`config.mk`:
```
export PLATFORM = sky130hd
export DESIGN_NAME = lcd_row_driver
export DESIGN_NICKNAME = d
export VERILOG_FILES = /design/src/rtl/lcd_row_driver.sv
export SDC_FILE = /design/constraint.sdc
export NUM_CORES = 1
export LEC_CHECK = 0
export BUFFER_PORTS_ARGS = -buffer_cell sky130_fd_sc_hd__buf_2
export CAP_MARGIN = 20
export CORE_MARGIN = 2
export CORE_UTILIZATION = 55
export DETAILED_ROUTE_END_ITERATION = 10
export PLACE_DENSITY = 0.83
export SKIP_LAST_GASP = 1
export SLEW_MARGIN = 40
export SYNTH_ARGS = -nofsm -noshare
export SYNTH_HDL_FRONTEND = slang
export SYNTH_SLANG_ARGS = --single-unit
```
`constraint.sdc`:
```
create_clock -name clk -period 8.2 [get_ports clk]
set_clock_uncertainty 0.15 [all_clocks]
set_input_delay 0.82 -clock clk [delete_from_list [all_inputs] [get_ports clk]]
set_output_delay 0.82 -clock clk [all_outputs]
set_load 0.02 [all_outputs]
```
`src/rtl/lcd_row_driver.sv`:
```
// lcd_row_driver
// Continuously refreshes a 16x2 HD44780-style character LCD over its 8-bit
// parallel bus. After reset it waits out the panel power-up time, then runs
// the init sequence (function set, display on, entry mode, clear). After that
// it streams frames forever: set DDRAM address to the top row, 16 top
// characters, set address to the bottom row, 16 bottom characters.
// Every byte transfer is three equal phases: setup (EN low), strobe (EN high)
// and hold (EN low), with RS/DATA held for the whole transfer.
//
// Ports
//   clk         system clock
//   nRst        asynchronous active-low reset
//   row_top     upper row text, 16 ASCII chars, [127:120] leftmost
//   row_bottom  lower row text, same byte order
//   lcd_en      enable strobe
//   lcd_rs      register select (0 command, 1 data)
//   lcd_rw      read/write select, always write (0)
//   lcd_data    8-bit data bus
//   init_done   high from the end of the init sequence until reset
//   frame_done  one-cycle pulse in the last cycle of every full refresh
module lcd_row_driver #(
    parameter int PHASE_CYCLES   = 6000,
    parameter int POWERUP_CYCLES = 240000,
    parameter int CLEAR_CYCLES   = 24000
) (
    input  logic         clk,
    input  logic         nRst,
    input  logic [127:0] row_top,
    input  logic [127:0] row_bottom,
    output logic         lcd_en,
    output logic         lcd_rs,
    output logic         lcd_rw,
    output logic [7:0]   lcd_data,
    output logic         init_done,
    output logic         frame_done
);

    localparam int MAX_AB = (PHASE_CYCLES > CLEAR_CYCLES) ? PHASE_CYCLES : CLEAR_CYCLES;
    localparam int MAX_CNT = (POWERUP_CYCLES > MAX_AB) ? POWERUP_CYCLES : MAX_AB;
    localparam int CW = (MAX_CNT > 1) ? $clog2(MAX_CNT) : 1;

    localparam logic [CW-1:0] PH_LAST  = CW'(PHASE_CYCLES - 1);
    localparam logic [CW-1:0] PU_LAST  = CW'(POWERUP_CYCLES - 1);
    localparam logic [CW-1:0] CLR_LAST = CW'(CLEAR_CYCLES - 1);

    localparam logic [2:0] ST_POWERUP   = 3'd0;
    localparam logic [2:0] ST_INIT      = 3'd1;
    localparam logic [2:0] ST_ADDR_TOP  = 3'd2;
    localparam logic [2:0] ST_WRITE_TOP = 3'd3;
    localparam logic [2:0] ST_ADDR_BOT  = 3'd4;
    localparam logic [2:0] ST_WRITE_BOT = 3'd5;

    localparam logic [1:0] PH_A = 2'd0;
    localparam logic [1:0] PH_B = 2'd1;
    localparam logic [1:0] PH_C = 2'd2;

    // init_idx 0..3 selects the init command; 4 is the post-clear wait.
    localparam logic [2:0] CLR_WAIT = 3'd4;

    logic [2:0]    state_q, state_d;
    logic [1:0]    phase_q, phase_d;
    logic [CW-1:0] cnt_q, cnt_d;
    logic [3:0]    idx_q, idx_d;
    logic [2:0]    init_idx_q, init_idx_d;
    logic [127:0]  snap_top_q, snap_top_d;
    logic [127:0]  snap_bot_q, snap_bot_d;
    logic          lcd_en_q, lcd_en_d;
    logic          lcd_rs_q, lcd_rs_d;
    logic [7:0]    lcd_data_q, lcd_data_d;
    logic          init_done_q, init_done_d;
    logic          frame_done_q, frame_done_d;

    logic          in_xfer;
    logic          xfer_end;
    logic          xfer_next;

    always_comb begin
        state_d    = state_q;
        phase_d    = phase_q;
        cnt_d      = cnt_q;
        idx_d      = idx_q;
        init_idx_d = init_idx_q;
        snap_top_d = snap_top_q;
        snap_bot_d = snap_bot_q;
        xfer_end   = 1'b0;

        // Shared phase sequencer for every state that is moving a byte.
        in_xfer = (state_q != ST_POWERUP) &&
                  !((state_q == ST_INIT) && (init_idx_q == CLR_WAIT));
        if (in_xfer) begin
            if (cnt_q == PH_LAST) begin
                cnt_d = '0;
                if (phase_q == PH_C) begin
                    phase_d  = PH_A;
                    xfer_end = 1'b1;
                end else begin
                    phase_d = phase_q + 2'd1;
                end
            end else begin
                cnt_d = cnt_q + 1'b1;
            end
        end

        case (state_q)
            ST_POWERUP: begin
                if (cnt_q == PU_LAST) begin
                    state_d    = ST_INIT;
                    cnt_d      = '0;
                    phase_d    = PH_A;
                    init_idx_d = '0;
                end else begin
                    cnt_d = cnt_q + 1'b1;
                end
            end
            ST_INIT: begin
                if (init_idx_q == CLR_WAIT) begin
                    if (cnt_q == CLR_LAST) begin
                        state_d = ST_ADDR_TOP;
                        cnt_d   = '0;
                        phase_d = PH_A;
                    end else begin
                        cnt_d = cnt_q + 1'b1;
                    end
                end else if (xfer_end) begin
                    init_idx_d = init_idx_q + 3'd1;
                end
            end
            ST_ADDR_TOP: begin
                // Both rows are frozen here so a frame never mixes old and new text.
                if ((phase_q == PH_A) && (cnt_q == '0)) begin
                    snap_top_d = row_top;
                    snap_bot_d = row_bottom;
                end
                if (xfer_end) state_d = ST_WRITE_TOP;
            end
            ST_WRITE_TOP: begin
                if (xfer_end) begin
                    idx_d = idx_q + 4'd1;
                    if (idx_q == 4'd15) state_d = ST_ADDR_BOT;
                end
            end
            ST_ADDR_BOT: begin
                if (xfer_end) state_d = ST_WRITE_BOT;
            end
            ST_WRITE_BOT: begin
                if (xfer_end) begin
                    idx_d = idx_q + 4'd1;
                    if (idx_q == 4'd15) state_d = ST_ADDR_TOP;
                end
            end
            default: begin
                state_d = ST_POWERUP;
                cnt_d   = '0;
                phase_d = PH_A;
            end
        endcase

        // Outputs are decoded from the next state and registered, so the bus
        // pins come straight from flops and EN cannot glitch.
        xfer_next = (state_d != ST_POWERUP) &&
                    !((state_d == ST_INIT) && (init_idx_d == CLR_WAIT));
        lcd_en_d  = xfer_next && (phase_d == PH_B);
        lcd_rs_d  = (state_d == ST_WRITE_TOP) || (state_d == ST_WRITE_BOT);

        lcd_data_d = '0;
        case (state_d)
            ST_INIT: begin
                case (init_idx_d)
                    3'd0:    lcd_data_d = 8'h38;
                    3'd1:    lcd_data_d = 8'h0C;
                    3'd2:    lcd_data_d = 8'h06;
                    3'd3:    lcd_data_d = 8'h01;
                    default: lcd_data_d = 8'h00;
                endcase
            end
            ST_ADDR_TOP:  lcd_data_d = 8'h80;
            // Char 0 is the leftmost byte, which sits at the top of the vector.
            ST_WRITE_TOP: lcd_data_d = snap_top_q[{~idx_d, 3'b000} +: 8];
            ST_ADDR_BOT:  lcd_data_d = 8'hC0;
            ST_WRITE_BOT: lcd_data_d = snap_bot_q[{~idx_d, 3'b000} +: 8];
            default:      lcd_data_d = 8'h00;
        endcase

        frame_done_d = (state_d == ST_WRITE_BOT) && (idx_d == 4'd15) &&
                       (phase_d == PH_C) && (cnt_d == PH_LAST);
        init_done_d  = init_done_q || (state_d == ST_ADDR_TOP);
    end

    always_ff @(posedge clk or negedge nRst) begin
        if (!nRst) begin
            state_q      <= ST_POWERUP;
            phase_q      <= PH_A;
            cnt_q        <= '0;
            idx_q        <= '0;
            init_idx_q   <= '0;
            snap_top_q   <= '0;
            snap_bot_q   <= '0;
            lcd_en_q     <= 1'b0;
            lcd_rs_q     <= 1'b0;
            lcd_data_q   <= '0;
            init_done_q  <= 1'b0;
            frame_done_q <= 1'b0;
        end else begin
            state_q      <= state_d;
            phase_q      <= phase_d;
            cnt_q        <= cnt_d;
            idx_q        <= idx_d;
            init_idx_q   <= init_idx_d;
            snap_top_q   <= snap_top_d;
            snap_bot_q   <= snap_bot_d;
            lcd_en_q     <= lcd_en_d;
            lcd_rs_q     <= lcd_rs_d;
            lcd_data_q   <= lcd_data_d;
            init_done_q  <= init_done_d;
            frame_done_q <= frame_done_d;
        end
    end

    assign lcd_en     = lcd_en_q;
    assign lcd_rs     = lcd_rs_q;
    assign lcd_rw     = 1'b0;
    assign lcd_data   = lcd_data_q;
    assign init_done  = init_done_q;
    assign frame_done = frame_done_q;

endmodule

```
==> flow_results.org, run 1 <==
** Run status
- The flow ran to the end, and the final reports show no timing, DRC or antenna violations.

** Layout
- Multi-input logic area :: 6410 sq um
- Area taken by flip-flops and latches :: 7460 sq um
- Net total in the final layout :: 1701
- Layout cells sized above 1 :: 0.427
- Relative area change from synthesis to final layout :: 19.9%
- Fill cell total of the finished layout :: 1871

** Synth
- For this run, asynchronously set or reset flops after synthesis account for 1.00.
- Of the synthesized area, sequential elements account for 0.525.
- Synthesized net count :: 1462
- Area of the mapped netlist :: 14200 sq um
- Adder and majority gate portion of the synthesized area :: 0.00440
- Of the total synthesized cell area, the portion taken by AND, OR, NAND and NOR gates is 0.0955.
- Largest family of logic cells by synthesized area :: multiplexers
- After synthesis, the mean cell area works out to 11.9 sq um.
- After synthesis, the share of cell area in mux cells is 0.253.
- Synthesis produced 1199 cells.
- Of the total synthesized cell area, the portion taken by XOR and XNOR cells is 0.0146.
- After synthesis, the netlist uses 67 different library cells.
- Post-synthesis sequential element count :: 298
- Yosys printed 0 warnings.
- The area fraction in compound gates after synthesis is 0.0794.
- Number of enable-type register cells in the synthesized netlist :: 0
- Among all flip-flop cells after synthesis, the most frequent one is sky130_fd_sc_hd__dfrtp_1.

** Power
- Cell Pwr Density :: 197 nW/um^2
- Standby leakage power :: 0.00821 uW
- IR analysis of the VDD net gives a maximum drop of 0.189 mV.

** Critical path
- Largest fanout on the critical path :: 35
- CP max stage delay :: 0.59 ns
- The slowest stage of the critical path belongs to the cell sky130_fd_sc_hd__inv_2.
- Kind of critical path :: reg2reg
- Flop2flop setup slack :: 3.14 ns
- Origin of the critical flop-to-flop path :: cnt_q[10]
- Capture instance of the worst register-to-register path :: lcd_data[3]
- Worst Path Required :: 8.49 ns
- Path depth of the worst reg2reg path :: 11
- Data on the critical path arrives at its endpoint at 5.36 ns.
- Crit path cell chain :: or4bb_1 > or4_4 > nor3_4 > xnor2_4 > buf_4 > inv_2 > nand2_2 > o221ai_1 > a21oi_1 > nor3_1 > a221o_1
- Startpoint kind of the worst setup timing path :: register
- CP endpoint kind :: register

** Clocking
- Root buffer cell :: sky130_fd_sc_hd__clkbuf_16
- Counting the buffers created by CTS gives 34.
- TritonCTS built the clock tree.
- The H-tree was split into 2 levels.
- Post-CTS repair changed the size of 0 cells.
- CTS saw 298 sinks.
- Buffer depth of the longest clock path :: 3
- Clock network latency to the later pin of the worst-skew pair :: 0.52 ns
- Clock-pin transition on the worst setup and hold timing paths :: 0.06 ns
- # Post-CTS Setup Buffers :: 0
- Total of hold buffers inserted after clock tree synthesis :: 0

** STA
- For the finished layout, the period the worst path requires is 5.06 ns.
- Transition at the pin with the smallest max-transition slack :: 0.833 ns
- Setup violations remaining at the end of the flow were counted as 0.
- In the finished design, the share of the clock period the worst path needs comes to 0.618.
- Relative slew margins :: 0.445
- Setup repair after global routing missed its margin :: false
- Setup total negative slack on the finished layout was measured at 0 ns.
- Highest clock frequency the design can meet :: 197 MHz
- Fin Hold WS :: 0.0816 ns
- The count of pins over their slew limit is 0.
- The number of hold-slack violations in the final timing report was 0.

** Floorplan
- Die Y :: 165 um
- Area of the placeable core :: 25300 sq um
- IO Pins :: 271
- The die covers 27100 sq um.
- The floorplan step set the die width to 165 um.
- The initial utilization of the core area, before any placement, comes to 0.563.
- After floorplanning, the core was divided into 58 placement rows.

** Global route
- Entering global routing, the biggest net connects 87 pins.
- The initial antenna violation count is 9.
- Across every metal layer, demand over resource in global routing totals 0.291.
- The via count of the first global-routing pass came to 11010.
- Overflow left after global routing :: 0
- The first global-routing pass estimated 60200 um of wire.

** Drt
- The final layout contains routed wiring with a total length of 39400 um.
- After detailed routing, the average wire length per cell comes to 21.9 um.
- First-pass DRT Iterations :: 5
- The detail route stage leaves a number of antenna-violating nets equal to 0.
- Detailed-route DRC error count :: 0
- DRC marker count from the first detailed-route iteration :: 1122
- The final route contains 10850 vias.
- In the routed layout, each cell is associated on average with a via count of 6.02.

** Min path
- In this run the worst hold path is classified as in2async.

** Placed design
- Detail Placement HPWL :: 27800 um
- Final weighted congestion in routability-driven placement :: 0.922
- Port Buffer Count :: 269

** Job
- Max Cap Viol :: 0
[Yosys cell counts (all sizes together) (13+ instances only)]
library cell,count,area [sq um]
dfrtp,298,7460
mux2,264,2970
nand2,127,482
mux2i,58,581
a21oi,52,260
clkbuf,52,195
nand3,49,245
nor2,48,180
buf,25,136
o221ai,20,175
o21ai,19,95.1
inv,15,56.3
nor3,13,76.3
[layout by cell type, fill, tap and decap left out, types with 12 or more instances in the layout]
master	n
sky130_fd_sc_hd__nor2_1	48
sky130_fd_sc_hd__nand3_1	47
sky130_fd_sc_hd__a21oi_1	52
sky130_fd_sc_hd__o22ai_1	12
sky130_fd_sc_hd__mux2i_1	58
sky130_fd_sc_hd__dfrtp_1	298
sky130_fd_sc_hd__o21ai_0	14
sky130_fd_sc_hd__nand2_1	125
sky130_fd_sc_hd__mux2_2	264
sky130_fd_sc_hd__nor3_1	12
sky130_fd_sc_hd__clkbuf_16	35
sky130_fd_sc_hd__inv_1	13
sky130_fd_sc_hd__o221ai_1	20
sky130_fd_sc_hd__buf_2	268
sky130_fd_sc_hd__a22oi_1	12
[kinds of logic after synthesis]
family          after synthesis
xor+xnor                     22
mux                         324
other cells                   1
compound gates              167
fa+ha+maj                     5
buf+inv                      93
simple gates                289
flops                       298
[where the power goes]
group          leakage (uW)  internal, uW  switching (uW)
Combinational       0.00407           107            89.1
Sequential          0.00356          1540            38.8
Clock              0.000581           974             616
Total               0.00821          2620             744
[worst max-delay path, delay by kind of cell, from the launching register on]
family,cells,cell delay (ns)
xor gates and xnor gates,1,0.16
DFF,1,0.53
AOI/OAI and AO/OA,3,0.75
and+or+nand+nor,5,2.47
buffers and inverters,2,0.86
[worst max-delay path by stage]
stage,startpoint,endpoint,slack [ns],cells after the start
floorplan,cnt_q[13],lcd_data[6],4.61,11
global placement,cnt_q[10],lcd_data[4],3.49,11
detailed placement,cnt_q[10],lcd_data[4],3.34,11
CTS,cnt_q[10],lcd_data[5],3.28,11
global route,cnt_q[10],lcd_data[5],2.95,11
finish,cnt_q[10],lcd_data[3],3.14,11
[layout make-up]
class / instances / area share
diodes: 8 / 0.00118
clock buffers: 49 / 0.0580
clock inverters: 12 / 0.0114
inverters: 16 / 0.00360
multi-input cells: 808 / 0.376
flip-flops and latches: 298 / 0.438
well taps: 330 / 0.0242
repair buffers: 280 / 0.0876
[metrics by stage]
| step | utilization | total power [uW] | worst slack, ns | cells | cell area, sq um |
|---|---|---|---|---|---|
| 5_1_grt | 0.674 | 3470 | 2.95 | 1798 | 17000 |
| 6_report | 0.674 | 3360 | 3.14 | 1801 | 17000 |
| 2_1_floorplan | - | 1660 | 4.61 | 1199 | 14200 |
| 4_1_cts | 0.674 | 3380 | 3.28 | 1793 | 17000 |
| 3_3_place_gp | 0.625 | 1780 | 3.49 | 1731 | 15800 |
| 3_5_place_dp | 0.627 | 1800 | 3.34 | 1732 | 15800 |
[layer usage]
metal  global-route usage  up-vias  part of all wire
li1                     -     4811                 -
met1                0.373     5437              0.39
met2                0.476      485              0.49
met3               0.0691      111             0.076
met4                0.124        6             0.042
met5                    0        -           0.00099
[sequential cells by signal (all words and copies together), names as in the netlist]
register / cells
idx_q: 4
init_idx_q: 3
snap_bot_q: 128
frame_done: 1
lcd_data: 8
state_q: 3
init_done: 1
lcd_en: 1
lcd_rs: 1
snap_top_q: 128
phase_q: 2
cnt_q: 18
Power figures use the tool's default switching activity.
==> run 2: changes to the inputs <==
Settings changed: CORE_UTILIZATION 55 to 50, PLACE_DENSITY 0.83 to 0.8.
Clock period 8.2 ns to 4.3 ns, I/O delays scaled along.
==> run 2 against run 1 <==
Against the previous run:
- fmax increased by 21%
- first-iteration DRC count increased by 20%
- combinational power increased to 3.1 times the previous value
- sequential power increased by 92%
- global-route usage increased by 4.3 points
- non-clock buffer count increased by 284
- sequential share of layout area decreased by 6.2 points
- critical path depth decreased by 1
- via count increased by 18%
- hold slack got worse by 0.034 ns
- largest power group is now registers
- highest routed layer unchanged
==> flow_results.org, run 2 (same netlist as run 1, synthesis figures left out) <==
** Run status
- Outcome :: completed (unchanged)

** STA
- The number of failing setup endpoints in the final timing report is 0 (unchanged).
- The summed negative setup slack over all endpoints is 0 ns (unchanged).
- Final hold violation count :: 0 (unchanged)
- The minimum clock period after layout is 4.20 ns (was 5.06 ns).
- Highest clock frequency the design can meet :: 238 MHz (was 197 MHz)
- Setup repair after global routing missed its margin :: false (unchanged)
- The post-route clock period utilization is 0.977 (was 0.618).
- Relative slew margins :: 0.466 (was 0.445)
- Transition at the pin with the smallest max-transition slack :: 0.801 ns (was 0.833 ns)
- The count of pins over their slew limit was 0 (unchanged).
- Final worst-path setup slack :: 0.0983 ns (was 3.14 ns)

** Floorplan
- IO Pins :: 271 (unchanged)
- Die boundary width :: 173 um (was 165 um)
- Core Rows :: 61 (was 58)
- The area inside the core boundary was 27900 sq um (was 25300 sq um).
- Die Y :: 173 um (was 165 um)
- The full die area is 29800 sq um (was 27100 sq um).
- The effective utilization at floorplan is 0.510 (was 0.563).

** Layout
- The post-layout net count was 1982 (was 1701).
- Layout cells sized above 1 :: 0.373 (was 0.427)
- Relative area change from synthesis to final layout :: 39.5% (was 19.9%)
- Leading registers by flop count :: snap_bot_q: 128 flops, snap_top_q: 128 flops, cnt_q: 18 flops (unchanged)
- Commonest cells after routing, fill and taps aside :: sky130_fd_sc_hd__dfrtp_1 (298), sky130_fd_sc_hd__buf_2 (268), sky130_fd_sc_hd__mux2_2 (264), sky130_fd_sc_hd__dlygate4sd3_1 (255), sky130_fd_sc_hd__nand2_1 (125) (was sky130_fd_sc_hd__dfrtp_1 (298), sky130_fd_sc_hd__buf_2 (268), sky130_fd_sc_hd__mux2_2 (264), sky130_fd_sc_hd__nand2_1 (125), sky130_fd_sc_hd__mux2i_1 (58))
- Non-filler cells, final :: 2127 (was 1801)
- Most common cell after layout, fill and taps aside :: sky130_fd_sc_hd__dfrtp_1 (unchanged)

** Drt
- DR WL/cell :: 23.9 um (was 21.9 um)
- The overall via count from detail_route is 12759 (was 10850).
- Post-route antenna net violation count :: 0 (unchanged)
- The count of TritonRoute iterations in the first routing pass is 8 (was 5).
- The mean number of vias per cell came to 6.00 (was 6.02).
- Final WL :: 50800 um (was 39400 um)
- The count of unresolved DRC violations after routing is 0 (unchanged).
- The number of DRC markers in iteration 0 came to 1348 (was 1122).

** Global route
- Number of global-route vias before repair :: 13525 (was 11010)
- GRT Overall Usage :: 0.334 (was 0.291)
- Pin count of the biggest net entering global routing :: 131 (was 87)
- The wire length of the first global-routing pass was 76800 um (was 60200 um).
- The initial antenna violation count is 7 (was 9).
- The final global-route overflow total came to 0 (unchanged).

** Critical path
- CP max stage delay :: 0.59 ns (about the same)
- Crit path cell chain: or4_4 > or4_4 > nor3_4 > xnor2_4 > inv_2 > nor2_1 > a221oi_1 > o32ai_1 > buf_4 > o21ai_1 (was or4bb_1 > or4_4 > nor3_4 > xnor2_4 > buf_4 > inv_2 > nand2_2 > o221ai_1 > a21oi_1 > nor3_1 > a221o_1).
- The most numerous cell type found on the critical path is sky130_fd_sc_hd__or4_4.
- Startpoint kind of the worst setup timing path :: register (unchanged)
- The maximum fanout along the worst path was 8 (was 35).
- Buffering stage count on the worst path with inverters included :: 2 (unchanged)
- CP endpoint kind :: register (unchanged)
- Worst Path Required :: 4.62 ns (was 8.49 ns)
- The slowest cell on the critical path was sky130_fd_sc_hd__or4_4 (was sky130_fd_sc_hd__inv_2).
- Kind of critical path :: reg2reg (unchanged)
- CP delay by family, top :: simple AND/OR/NAND/NOR gates (unchanged)
- Data arrival, critical path :: 4.53 ns (was 5.36 ns)

** Min path
- The type of the tightest min-delay check is in2reg (was in2async).

** Power
- The total leakage power was 0.00939 uW (was 0.00821 uW).
- The peak ir drop on the vdd network is 0.297 mV (was 0.189 mV).
- Cell Pwr Density :: 327 nW/um^2 (was 197 nW/um^2)

** Placed design
- The placer's final routability congestion estimate was 0.929 (was 0.922).
- The HPWL after detailed placement came to 29000 um (was 27800 um).
- The pre-CTS worst setup slack was 0.257 ns (was 3.34 ns).
- Number of cells after detailed placement :: 1809 (was 1732)
- Port Buffer Count :: 269 (unchanged)

** Clocking
- H-tree Lvls :: 1 (was 2)
- Clock-pin transition on the worst setup and hold timing paths :: 0.07 ns (was 0.06 ns)
- Clock network latency to the later pin of the worst-skew pair :: 0.60 ns (was 0.52 ns)
- # Post-CTS Setup Buffers :: 0 (unchanged)
- Clock tree from TritonCTS :: yes (unchanged)
- Buffer depth of the longest clock path :: 3 (unchanged)
- Root buffer cell :: sky130_fd_sc_hd__clkbuf_16 (unchanged)
- The CTS buffer count came to 31 (was 34).
- Clock sink count :: 298 (unchanged)

** Job
- The number of max-capacitance violations reported came to 0 (unchanged).
## run 2: cell count changes in the layout (fill, tap and decap cells not counted), sizes merged
| cell | before | now |
|---|---|---|
| dlygate4sd3 | 0 | 255 |
| clkbuf | 50 | 51 |
| diode | 8 | 6 |
| bufinv | 4 | 2 |
| inv | 17 | 16 |
| clkinv | 7 | 4 |
| buf | 279 | 309 |
## run 2: timing repair
item	in CTS	in global routing
resized for setup	0	0
hold buffers	253	2
hold endpoints to repair	316	2
## run 2: power by group
group	switching (uW)	internal [uW]
registers	86.7	2930
clock network	1190	1670
logic	245	363
## run 2: final cells by class
class                           count  area, sq um
Fill cell                        1791         8040
Multi-Input combinational cell    808         6400
Timing Repair Buffer              564         4350
Clock inverter                      6         87.6
Inverter                           16         61.3
Sequential cell                   298         7460
Antenna cell                        6         15.0
Tap cell                          378          473
Clock buffer                       51          981
## run 2: path summary, 6_finish.rpt
path / start / to / slack [ns] / cells after the start
min in group asynchronous: nRst / frame_done / 0.31 / 3
max: cnt_q[13] / lcd_data[5] / 0.1 / 10
max in group asynchronous: nRst / snap_bot_q[25] / 2.85 / 4
max reg2reg: cnt_q[13] / lcd_data[5] / 0.1 / 10
min reg2reg: cnt_q[0] / cnt_q[0] / 0.34 / 1
min: row_bottom[16] / snap_bot_q[16] / 0.05 / 2
## run 2: metal layers
metal,wire length (um),part of all wire,GRT usage
met3,4310,0.085,0.0778
met5,20,0.00039,0
met4,4710,0.093,0.250
met1,16900,0.33,0.363
met2,24900,0.49,0.571
## run 2: through the flow
step | hold WS (ns) | total power (uW) | instance area (sq um) | util
finish | 0.0476 | 6480 | 19800 | 0.711
global route | 0.00578 | 6640 | 19800 | 0.711
CTS | 0.000248 | 6370 | 19800 | 0.710
detailed placement | 0.293 | 3440 | 16200 | 0.581
global placement | 0.325 | 3410 | 16100 | 0.579
floorplan | -0.0156 | 3170 | 14200 | -
